<file path="src/rtl/exp_pkg.sv">
// Shared types and defaults for the divide/sqrt exponent subtractor.
package exp_pkg;

  localparam int unsigned EXP_W      = 13;
  localparam int unsigned TAG_W      = 4;
  localparam int unsigned BIAS_DEF   = 1023;
  localparam int unsigned MAXEXP_DEF = 2046;

  // Op encoding; 2'b11 is reserved and folded onto OP_SUB at the input.
  typedef enum logic [1:0] {
    OP_SUB  = 2'b00,
    OP_DIV  = 2'b01,
    OP_SQRT = 2'b10,
    OP_RSVD = 2'b11
  } op_e;

  // Payload carried from S1 to S2: raw difference, normalised op, sideband tag.
  typedef struct packed {
    logic signed [EXP_W:0] d;
    op_e                   op;
    logic [TAG_W-1:0]      tag;
  } s1_payload_t;

endpackage

</file>
<file path="src/rtl/exp_prefix_sub.sv">
// Brent-Kung prefix adder with carry-in: sum = a + b + cin (mod 2^Width).
// The carry-in sits at prefix position 0; bit j's generate/propagate sits at
// position j+1, so the group generate ending at position i is the carry into bit i.
module exp_prefix_sub #(
  parameter int unsigned Width = 14
) (
  input  logic [Width-1:0] a,
  input  logic [Width-1:0] b,
  input  logic             cin,
  output logic [Width-1:0] sum
);

  localparam int unsigned Levels = $clog2(Width);
  localparam int unsigned Stages = 2 * Levels;

  wire [Width-1:0] g [Stages];
  wire [Width-1:0] p [Stages];

  assign g[0][0] = cin;
  assign p[0][0] = 1'b0;

  for (genvar j = 1; j < Width; j++) begin : g_pg
    assign g[0][j] = a[j-1] & b[j-1];
    assign p[0][j] = a[j-1] ^ b[j-1];
  end

  // Up-sweep: grey cell where the combined group reaches position 0, black otherwise.
  for (genvar l = 1; l <= int'(Levels); l++) begin : g_up
    for (genvar i = 0; i < int'(Width); i++) begin : g_node
      if (((i + 1) % (2 ** l)) == 0) begin : g_cell
        assign g[l][i] = g[l-1][i] | (p[l-1][i] & g[l-1][i-2**(l-1)]);
        if ((i + 1) == 2 ** l) begin : g_grey
          assign p[l][i] = 1'b0;
        end else begin : g_black
          assign p[l][i] = p[l-1][i] & p[l-1][i-2**(l-1)];
        end
      end else begin : g_pass
        assign g[l][i] = g[l-1][i];
        assign p[l][i] = p[l-1][i];
      end
    end
  end

  // Down-sweep: every node combines with an already complete prefix, so grey cells only.
  for (genvar l = int'(Levels) - 1; l >= 1; l--) begin : g_down
    localparam int S = 2 * int'(Levels) - l;
    for (genvar i = 0; i < int'(Width); i++) begin : g_node
      if ((((i + 1) % (2 ** l)) == 2 ** (l - 1)) && (i >= 2 ** l)) begin : g_grey
        assign g[S][i] = g[S-1][i] | (p[S-1][i] & g[S-1][i-2**(l-1)]);
        assign p[S][i] = 1'b0;
      end else begin : g_pass
        assign g[S][i] = g[S-1][i];
        assign p[S][i] = p[S-1][i];
      end
    end
  end

  // Sum bits from operand bits and the per-bit carry-in.
  always_comb begin
    sum = a ^ b ^ g[Stages-1];
  end

endmodule

</file>
<file path="src/rtl/exp_sub_pipe.sv">
// Two-stage exponent subtractor: S1 forms A - B', S2 adds the bias back and flags.
module exp_sub_pipe
  import exp_pkg::*;
#(
  parameter int unsigned W      = EXP_W,
  parameter int unsigned BIAS   = BIAS_DEF,
  parameter int unsigned MAXEXP = MAXEXP_DEF,
  parameter int unsigned TAGW   = TAG_W
) (
  input  logic                clk,
  input  logic                reset,
  input  logic                Flush,
  input  logic                InValid,
  output logic                InReady,
  input  logic [1:0]          Op,
  input  logic [W-1:0]        ExpA,
  input  logic [W-1:0]        ExpB,
  input  logic [TAGW-1:0]     TagIn,
  output logic                OutValid,
  input  logic                OutReady,
  output logic signed [W:0]   ExpOut,
  output logic                Ovf,
  output logic                Unf,
  output logic                Neg,
  output logic [TAGW-1:0]     TagOut
);

  // Signed constants so the S2 add and compare stay signed end to end.
  localparam logic signed [W:0] BiasS   = $signed((W + 1)'(BIAS));
  localparam logic signed [W:0] MaxExpS = $signed((W + 1)'(MAXEXP));

  op_e               op_norm;
  logic [W-1:0]      b_sel;
  logic [W:0]        d_raw;
  s1_payload_t       s1_d, s1_q;
  logic              v1_q, v2_q;
  logic              ready1, ready2;
  logic signed [W:0] d1;
  logic signed [W:0] r_d;
  logic              is_sub, neg_d, unf_d, ovf_d;
  logic signed [W:0] exp_q;
  logic              ovf_q, unf_q, neg_q;
  logic [TAGW-1:0]   tag_q;

  // S1 operand selection: reserved op folds onto SUB, SQRT subtracts the bias.
  always_comb begin
    op_norm = OP_SUB;
    unique case (Op)
      2'b01:   op_norm = OP_DIV;
      2'b10:   op_norm = OP_SQRT;
      default: op_norm = OP_SUB;
    endcase
    b_sel = (op_norm == OP_SQRT) ? W'(BIAS) : ExpB;
  end

  exp_prefix_sub #(
    .Width(W + 1)
  ) u_prefix_sub (
    .a  ({1'b0, ExpA}),
    .b  (~{1'b0, b_sel}),
    .cin(1'b1),
    .sum(d_raw)
  );

  // S1 payload assembly.
  always_comb begin
    s1_d.d   = d_raw;
    s1_d.op  = op_norm;
    s1_d.tag = TagIn;
  end

  // S2 result and flags; SQRT halves with floor before re-biasing.
  always_comb begin
    d1     = s1_q.d;
    r_d    = d1;
    unique case (s1_q.op)
      OP_DIV:  r_d = d1 + BiasS;
      OP_SQRT: r_d = (d1 >>> 1) + BiasS;
      default: r_d = d1;
    endcase
    is_sub = (s1_q.op == OP_SUB) || (s1_q.op == OP_RSVD);
    neg_d  = r_d[W];
    unf_d  = ~is_sub & (neg_d | (r_d == '0));
    ovf_d  = ~is_sub & ~neg_d & (r_d > MaxExpS);
  end

  // Handshake: a stage can take new data when empty or when the stage after it moves.
  always_comb begin
    ready2  = ~v2_q | OutReady;
    ready1  = ~v1_q | ready2;
    InReady = ready1 & ~Flush;
  end

  // Stage valids; reset beats flush, flush beats any handshake.
  always_ff @(posedge clk) begin
    if (reset) begin
      v1_q <= 1'b0;
      v2_q <= 1'b0;
    end else if (Flush) begin
      v1_q <= 1'b0;
      v2_q <= 1'b0;
    end else begin
      if (ready2) v2_q <= v1_q;
      if (ready1) v1_q <= InValid;
    end
  end

  // Stage data; only loaded when a valid op moves in, so held results stay stable.
  always_ff @(posedge clk) begin
    if (reset) begin
      s1_q  <= '0;
      exp_q <= '0;
      ovf_q <= 1'b0;
      unf_q <= 1'b0;
      neg_q <= 1'b0;
      tag_q <= '0;
    end else if (!Flush) begin
      if (ready2 && v1_q) begin
        exp_q <= r_d;
        ovf_q <= ovf_d;
        unf_q <= unf_d;
        neg_q <= neg_d;
        tag_q <= s1_q.tag;
      end
      if (ready1 && InValid) s1_q <= s1_d;
    end
  end

  // Output mapping.
  always_comb begin
    OutValid = v2_q;
    ExpOut   = exp_q;
    Ovf      = ovf_q;
    Unf      = unf_q;
    Neg      = neg_q;
    TagOut   = tag_q;
  end

endmodule

</file>
<file path="config.mk">
export PLATFORM = sky130hd
export DESIGN_NAME = exp_sub_pipe
export DESIGN_NICKNAME = d
export VERILOG_FILES = /design/src/rtl/exp_pkg.sv /design/src/rtl/exp_prefix_sub.sv /design/src/rtl/exp_sub_pipe.sv
export SDC_FILE = /design/constraint.sdc
export NUM_CORES = 1
export LEC_CHECK = 0
export BUFFER_PORTS_ARGS = -buffer_cell sky130_fd_sc_hd__buf_2
export CAP_MARGIN = 20
export CORE_AREA = 2 2 119 63
export DETAILED_ROUTE_END_ITERATION = 12
export DIE_AREA = 0 0 121 65
export PLACE_DENSITY = 0.66
export SLEW_MARGIN = 20
export SYNTH_ARGS = -nofsm -noshare
export SYNTH_HDL_FRONTEND = slang
export SYNTH_SLANG_ARGS = --single-unit
export TNS_END_PERCENT = 1
</file>
<file path="constraint.sdc">
create_clock -name clk -period 3.6 [get_ports clk]
set_input_delay 0.36 -clock clk [delete_from_list [all_inputs] [get_ports clk]]
set_output_delay 0.36 -clock clk [all_outputs]
set_load 0.01 [all_outputs]
</file>
# After elaboration in Yosys (flattened, before gate mapping)
# Cells that the tools add are included.
# totals
ff_bits,43
ramBits,0
mem_bits_ro,0
input_bits,37
latchBits,0
mem_count,0
# classes
n_mux,3
addsub,2
div_mod_pow,0
n_eq_ne,6
magnitude_cmp,1
n_bitwise,90
n_reduce_logical,8
n_shift,0
mul,0
# op_table
op,count
1-bit AND,45
14-bit case mux with 2 select lines,1
1-bit OR,24
"13-bit by 11-bit adder with 14-bit output, second input constant",1
"14-bit by 11-bit adder with 14-bit output, second input constant",1
"14-bit by 12-bit > comparator with 1-bit output, second input constant",1
14-bit logical NOT,1
13-bit NOT with 14-bit output,1
13-bit by 14-bit bitwise XOR with 14-bit output,1
14-bit bitwise XOR,1
13-bit two-way mux,1
1-bit bitwise XOR,13
"2-bit equality test, second input constant",4
1-bit NOT,5
"2-bit by 1-bit equality test with 1-bit output, second input constant",2
2-bit case mux with 2 select lines,1
2-bit AND reduction,2
1-bit logical AND,2
2-bit logical NOT,1
2-bit OR reduction,1
1-bit logical OR,1

# Depth between registers and ports, before layout
# logic_depth
depth_word,16
mapped_depth,15
ltp_nobuf,14

# Hierarchy
# Synthesis repeated with hierarchy kept, for this count alone.
# hier_totals
cells_unflattened,421
area_unflattened_um2,3078.0
# by_module_without_submodules
mod,cells_per_inst,area_per_inst_um2,instances
exp_sub_pipe,348,2482.4,1
exp_prefix_sub,73,595.6,1

# Worst setup path before layout
# Ideal clock, no wire load.
# synth_timing
path_kind,flip-flop to flip-flop
startpoint,register s1_q[4] (netlist name)
endpoint,register ovf_q (netlist: Ovf)
n_path_buf,4
arrival_time_ps,3060
period_less_slack_ps,3180
stages_incl_launch_ff,15
setup_slack_ps,420
setup_time_ps,120
path_cell_list,dfxtp_1 > inv_1 > ha_1 > clkbuf_1 > clkbuf_1 > buf_1 > mux2i_1 > ha_1 > clkbuf_1 > nand4_1 > and3_1 > xnor2_1 > mux2i_1 > o31ai_1 > a211o_1
# synth_between
elab_chain_len,5
word_cells_on_any_way,11
cone_classes,order compare (1); eq/ne (3); mux (1); bitwise (4); reduce/logical (2)
# synth_lines
element,line_no,source
from (decl),exp_sub_pipe.sv:35,"s1_payload_t s1_d, s1_q;"
from (signal assigned),exp_sub_pipe.sv:111,s1_q <= '0;
from (signal assigned),exp_sub_pipe.sv:125,if (ready1 && InValid) s1_q <= s1_d;
"parallel branches: the longest is 4 deep, another holds 14-bit by 12-bit > comparator with 1-bit output",-,
1-bit AND (*),exp_sub_pipe.sv:84,ovf_d = ~is_sub & ~neg_d & (r_d > MaxExpS);
to (signal assigned),exp_sub_pipe.sv:120,ovf_q <= ovf_d;
to (decl),exp_sub_pipe.sv:42,"logic ovf_q, unf_q, neg_q;"
# Every way passes the cells marked *.
# A chain may end at the register's enable or synchronous reset.

# Final worst setup path
# layout_timing
startpoint,input Op[1]
endpoint,register s1_q (netlist bit d1[11])
# layout_between
elab_chain_len,14
word_cells_on_any_way,58
cone_classes,eq/ne (3); mux (2); bitwise (53)
# layout_lines
element,line_no,source
from (decl),exp_sub_pipe.sv:15,"input logic [1:0] Op,"
2-bit equality test / 2-bit by 1-bit equality test with 1-bit output (equally long branches),exp_sub_pipe.sv:48,unique case (Op)
2-bit case mux with 2 select lines (*),exp_sub_pipe.sv:48,
2-bit equality test (*),exp_sub_pipe.sv:53,b_sel = (op_norm == OP_SQRT) ? W'(BIAS) : ExpB;
13-bit two-way mux (*),exp_sub_pipe.sv:53,
13-bit NOT with 14-bit output (*),exp_sub_pipe.sv:60,".b (~{1'b0, b_sel}),"
1-bit bitwise XOR / 1-bit AND (equally long branches),"exp_prefix_sub.sv:24, exp_prefix_sub.sv:23",
1-bit AND (tied with other cells),exp_prefix_sub.sv:31,assign g[l][i] = g[l-1][i] | (p[l-1][i] & g[l-1][i-2**(l-1)]);
1-bit OR / 1-bit AND (equally long branches),exp_prefix_sub.sv:31,
1-bit AND / 1-bit OR (equally long branches),exp_prefix_sub.sv:31,
1-bit OR / 1-bit AND (equally long branches),exp_prefix_sub.sv:31,
1-bit OR,exp_prefix_sub.sv:31,
1-bit AND,exp_prefix_sub.sv:49,assign g[S][i] = g[S-1][i] | (p[S-1][i] & g[S-1][i-2**(l-1)]);
1-bit OR,exp_prefix_sub.sv:49,
14-bit bitwise XOR (*),exp_prefix_sub.sv:60,sum = a ^ b ^ g[Stages-1];
# Mark *: on every way between the ends. The rest lies on a longest branch, timed or not.

==> reports/summary.txt <==
Outcome -> complete, no violations
Clk network pwr share -> 34.6%
Root buffer cell -> sky130_fd_sc_hd__clkbuf_16
Total setup violations reported at the end of the flow -> 0
Via/cell ratio -> 5.56
DRC marker count from the first detailed-route iteration -> 232
Routed vias -> 2,898
GRT Total Usage -> 19.7%
Count of buffer and inverter cells on the critical path -> 2
Clock tree from TritonCTS -> done
Slowest CP cell -> sky130_fd_sc_hd__fa_1
VDD IR max -> 169 uV
Type of the most critical hold path -> primary input to flop
Proportion of synthesized chip area in sequential cells -> 28.5%
Cell Chain, Critical Path -> buf_2, nor2b_1, buf_4, nor2_1, ha_1, a211o_1, a311o_1, a221o_1, a21o_1, a21oi_1, fa_1, a211oi_1
WP data arrival -> 3.16 ns
Length of the first detailed-routing pass in iterations -> 5
Overall die width -> 121 um
Critical path fanouts, max -> 9
Synthesized-area fraction occupied by and/or/nand/nor cells -> 25.6%
Count of flip-flops with a built-in enable after synthesis -> 0
Maximum number of pins on one net before global-route repair -> 46
Adder-cell share of the synthesized area -> 10.4%
Post-route clock skew -> 0.00486 ns
Final weighted congestion in routability-driven placement -> 0.871
Setup CP Type -> primary input to flop
Stage delay of the slowest cell on the critical path -> 0.43 ns
Most instantiated cells after synthesis -> sky130_fd_sc_hd__nand2_1, sky130_fd_sc_hd__dfxtp_1, sky130_fd_sc_hd__a21oi_1
Depth of the CTS H-tree -> 2
Final Hold Vio Count -> 0
Number of post-CTS setup repair buffers -> 0
Post-route DRC violation count -> 0
Number of warnings reported in the yosys synthesis log -> 0
Shortest period the worst path allows -> 2.95 ns
Final Util -> 48.5%
Multiplexer area fraction after synthesis -> 1.74%
Global route total overflow -> 0
Global-route wire length before repair -> 12.3 mm
Number of nets in the layout -> 482
Post-cts resize count -> 0
Quantity of I/O buffers inserted on ports -> 59
Summed negative setup slack over all endpoints -> 0 ns
Number of placement rows -> 22
Slew of the pin with the lowest slew margin -> 0.823 ns
Most common cell in the netlist -> sky130_fd_sc_hd__nand2_1
Num Clock Sinks -> 42
Number of instances in the synthesized netlist -> 386
Clock transition at the register clock pins on the worst setup and hold paths after CTS -> 0.06 ns
Post-synth top flop -> sky130_fd_sc_hd__dfxtp_1
Post-cts hold buffer count -> 0
Max-Cap Viols -> 0
Unrepaired setup endpoints after global routing -> no
Area of the die -> 7870 um^2
Clock Tree Buf Depth -> 2
Share of cells above drive strength 1 -> 18.4%
Post-Synthesis Net Count -> 444
Psw -> 397 uW
HPWL reported at the end of detailed placement -> 5.55 mm
Die height -> 65 um
Slew Limit Fails -> 0
Final routed wire length divided by cell count -> 14.2 um
Number of antenna-violating nets in the routed design -> 0
Sw frac -> 31.1%
Synthesis-stage register bit count -> 42
Internal power consumption -> 880 uW
Number of antenna violations at the first check in global routing -> 0
Post-synthesis async set-or-reset flop share -> 0%
Synthesized area per cell -> 7.64 um^2
Parity-gate share of the synthesized area counting xor and xnor cells -> 2.97%
Upper clock frequency limit -> 339 MHz
Combinational family with the most area after synthesis -> simple AND/OR/NAND/NOR gates
Slew margin rel. -> 45.2%
Number of global-route vias before repair -> 2,524
Number of buffers created by CTS -> 5
Critical path's top delay family -> compound AO/OA/AOI/OAI gates
Kind of start point of the critical path -> primary input
Area added between synthesis and finish -> 14.6%
Cell area after synthesis -> 2950 um^2
Count of distinct cell types in the synthesized netlist -> 59
Post-detailed-routing wire length -> 7.42 mm
Boundary pin count -> 60
Top area cells in the synthesized netlist -> sky130_fd_sc_hd__dfxtp_1, sky130_fd_sc_hd__nand2_1, sky130_fd_sc_hd__a21oi_1
Insertion delay to the later sink of the worst-skew pair -> 0.29 ns
Compound-gate portion of the synthesized area -> 23.5%
Period utilization -> 81.9%
Largest area contributor in the netlist -> sky130_fd_sc_hd__dfxtp_1
Data required, critical path -> 3.81 ns
Total power density per cell area -> 378 nW/um^2
Starting density of the core -> 42.3%
Power share of the sequential group -> 40.6%
Diodes inserted -> 0
Placeable core area -> 6960 um^2
Leakage power -> 1.39 nW
Share of total power in combinational logic -> 24.9%
Type of element capturing the critical path -> flop
Share of the synthesized area in the top cell type -> 28.5%
layout by cell type (no fill, tap or decap), types with 2 or more instances in the layout:
| cell type | instances |
|---|---|
| sky130_fd_sc_hd__nor2_1 | 38 |
| sky130_fd_sc_hd__o22ai_1 | 2 |
| sky130_fd_sc_hd__xnor2_1 | 8 |
| sky130_fd_sc_hd__mux2i_1 | 4 |
| sky130_fd_sc_hd__o41ai_1 | 2 |
| sky130_fd_sc_hd__nor3_1 | 9 |
| sky130_fd_sc_hd__buf_2 | 59 |
| sky130_fd_sc_hd__nor3b_1 | 4 |
| sky130_fd_sc_hd__a211oi_1 | 16 |
| sky130_fd_sc_hd__nor4_1 | 4 |
| sky130_fd_sc_hd__a2111oi_0 | 2 |
| sky130_fd_sc_hd__and2_1 | 2 |
| sky130_fd_sc_hd__nand3b_1 | 2 |
| sky130_fd_sc_hd__nand4_1 | 5 |
| sky130_fd_sc_hd__o21bai_1 | 2 |
| sky130_fd_sc_hd__a21o_1 | 3 |
| sky130_fd_sc_hd__nor4b_1 | 2 |
| sky130_fd_sc_hd__a21oi_1 | 39 |
| sky130_fd_sc_hd__o21a_1 | 3 |
| sky130_fd_sc_hd__nor2b_1 | 7 |
| sky130_fd_sc_hd__xor2_1 | 2 |
| sky130_fd_sc_hd__nand2_1 | 54 |
| sky130_fd_sc_hd__o21ai_0 | 10 |
| sky130_fd_sc_hd__o31ai_1 | 3 |
| sky130_fd_sc_hd__and4_1 | 2 |
| sky130_fd_sc_hd__or2_2 | 2 |
| sky130_fd_sc_hd__o31a_1 | 2 |
| sky130_fd_sc_hd__o22a_1 | 2 |
| sky130_fd_sc_hd__fa_1 | 6 |
| sky130_fd_sc_hd__clkbuf_16 | 5 |
| sky130_fd_sc_hd__ha_1 | 15 |
| sky130_fd_sc_hd__inv_1 | 15 |
| sky130_fd_sc_hd__a211o_1 | 3 |
| sky130_fd_sc_hd__buf_4 | 4 |
| sky130_fd_sc_hd__a31oi_1 | 5 |
| sky130_fd_sc_hd__a22oi_1 | 2 |
| sky130_fd_sc_hd__and3_1 | 2 |
| sky130_fd_sc_hd__dfxtp_1 | 42 |
| sky130_fd_sc_hd__nand3_1 | 9 |
| sky130_fd_sc_hd__nand2b_1 | 7 |
layer usage:
layer | track usage (%) | share of wire, % | vias to the layer above
met5 | 0 | 0 | -
met2 | 27.3 | 39 | 88
met1 | 30.2 | 53 | 1354
li1 | - | - | 1450
met3 | 5.37 | 7.8 | 6
met4 | 3.49 | 0.57 | 0
worst paths after layout:
path | from | endpoint | slack, ns | cells past startpoint
max | Op[1] | d1[11]$_SDFFE_PP0P_ | 0.65 | 12
min reg2reg | s1_q[1]$_SDFFE_PP0P_ | TagOut[1]$_SDFFE_PP0P_ | 0.46 | 2
min | Flush | OutValid$_SDFFE_PP0P_ | 0.29 | 2
max reg2reg | s1_q[4]$_SDFFE_PP0P_ | Unf$_SDFFE_PP0P_ | 0.88 | 12
metrics by stage:
step / area (um^2) / total power, mW / hold slack (ns) / setup slack (ns) / std cells
finish: 3380 / 1.28 / 0.291 / 0.651 / 521
global route: 3380 / 1.35 / 0.311 / 0.462 / 521
CTS: 3380 / 1.28 / 0.287 / 0.626 / 521
detailed placement: 3240 / 0.843 / 0.448 / 0.323 / 513
global placement: 3240 / 0.835 / 0.441 / 0.356 / 513
floorplan: 2950 / 0.770 / 0.432 / 0.420 / 386
logic make-up after synthesis:
group	Yosys count
adders and majority gates	21
DFF	42
buffers and inverters	47
AOI/OAI and AO/OA	106
and+or+nand+nor	155
xor gates and xnor gates	10
muxes	5
sequential cells by signal, summed over array words and instances, names as in the netlist:
register	flops
ExpOut	14
d1	14
s1_q	6
TagOut	4
OutValid	1
Ovf	1
Unf	1
v1_q	1
power groups by stage:
stage               combinational, mW  clock (mW)  sequential [mW]
floorplan                       0.260           0            0.510
global placement                0.308           0            0.527
detailed placement              0.315           0            0.528
CTS                             0.317       0.447            0.517
global route                    0.359       0.471            0.522
finish                          0.318       0.442            0.518
final cells by class:
cell class              count  area, um^2
fillers                   696        3580
multi-input cells         297        1900
flip-flops and latches     42         841
repair buffers             63         325
clock buffers               6         129
well taps                  96         120
inverters                  15        56.3
clock inverters             2        13.8
Note: power is estimated with default switching activity, not from simulation.
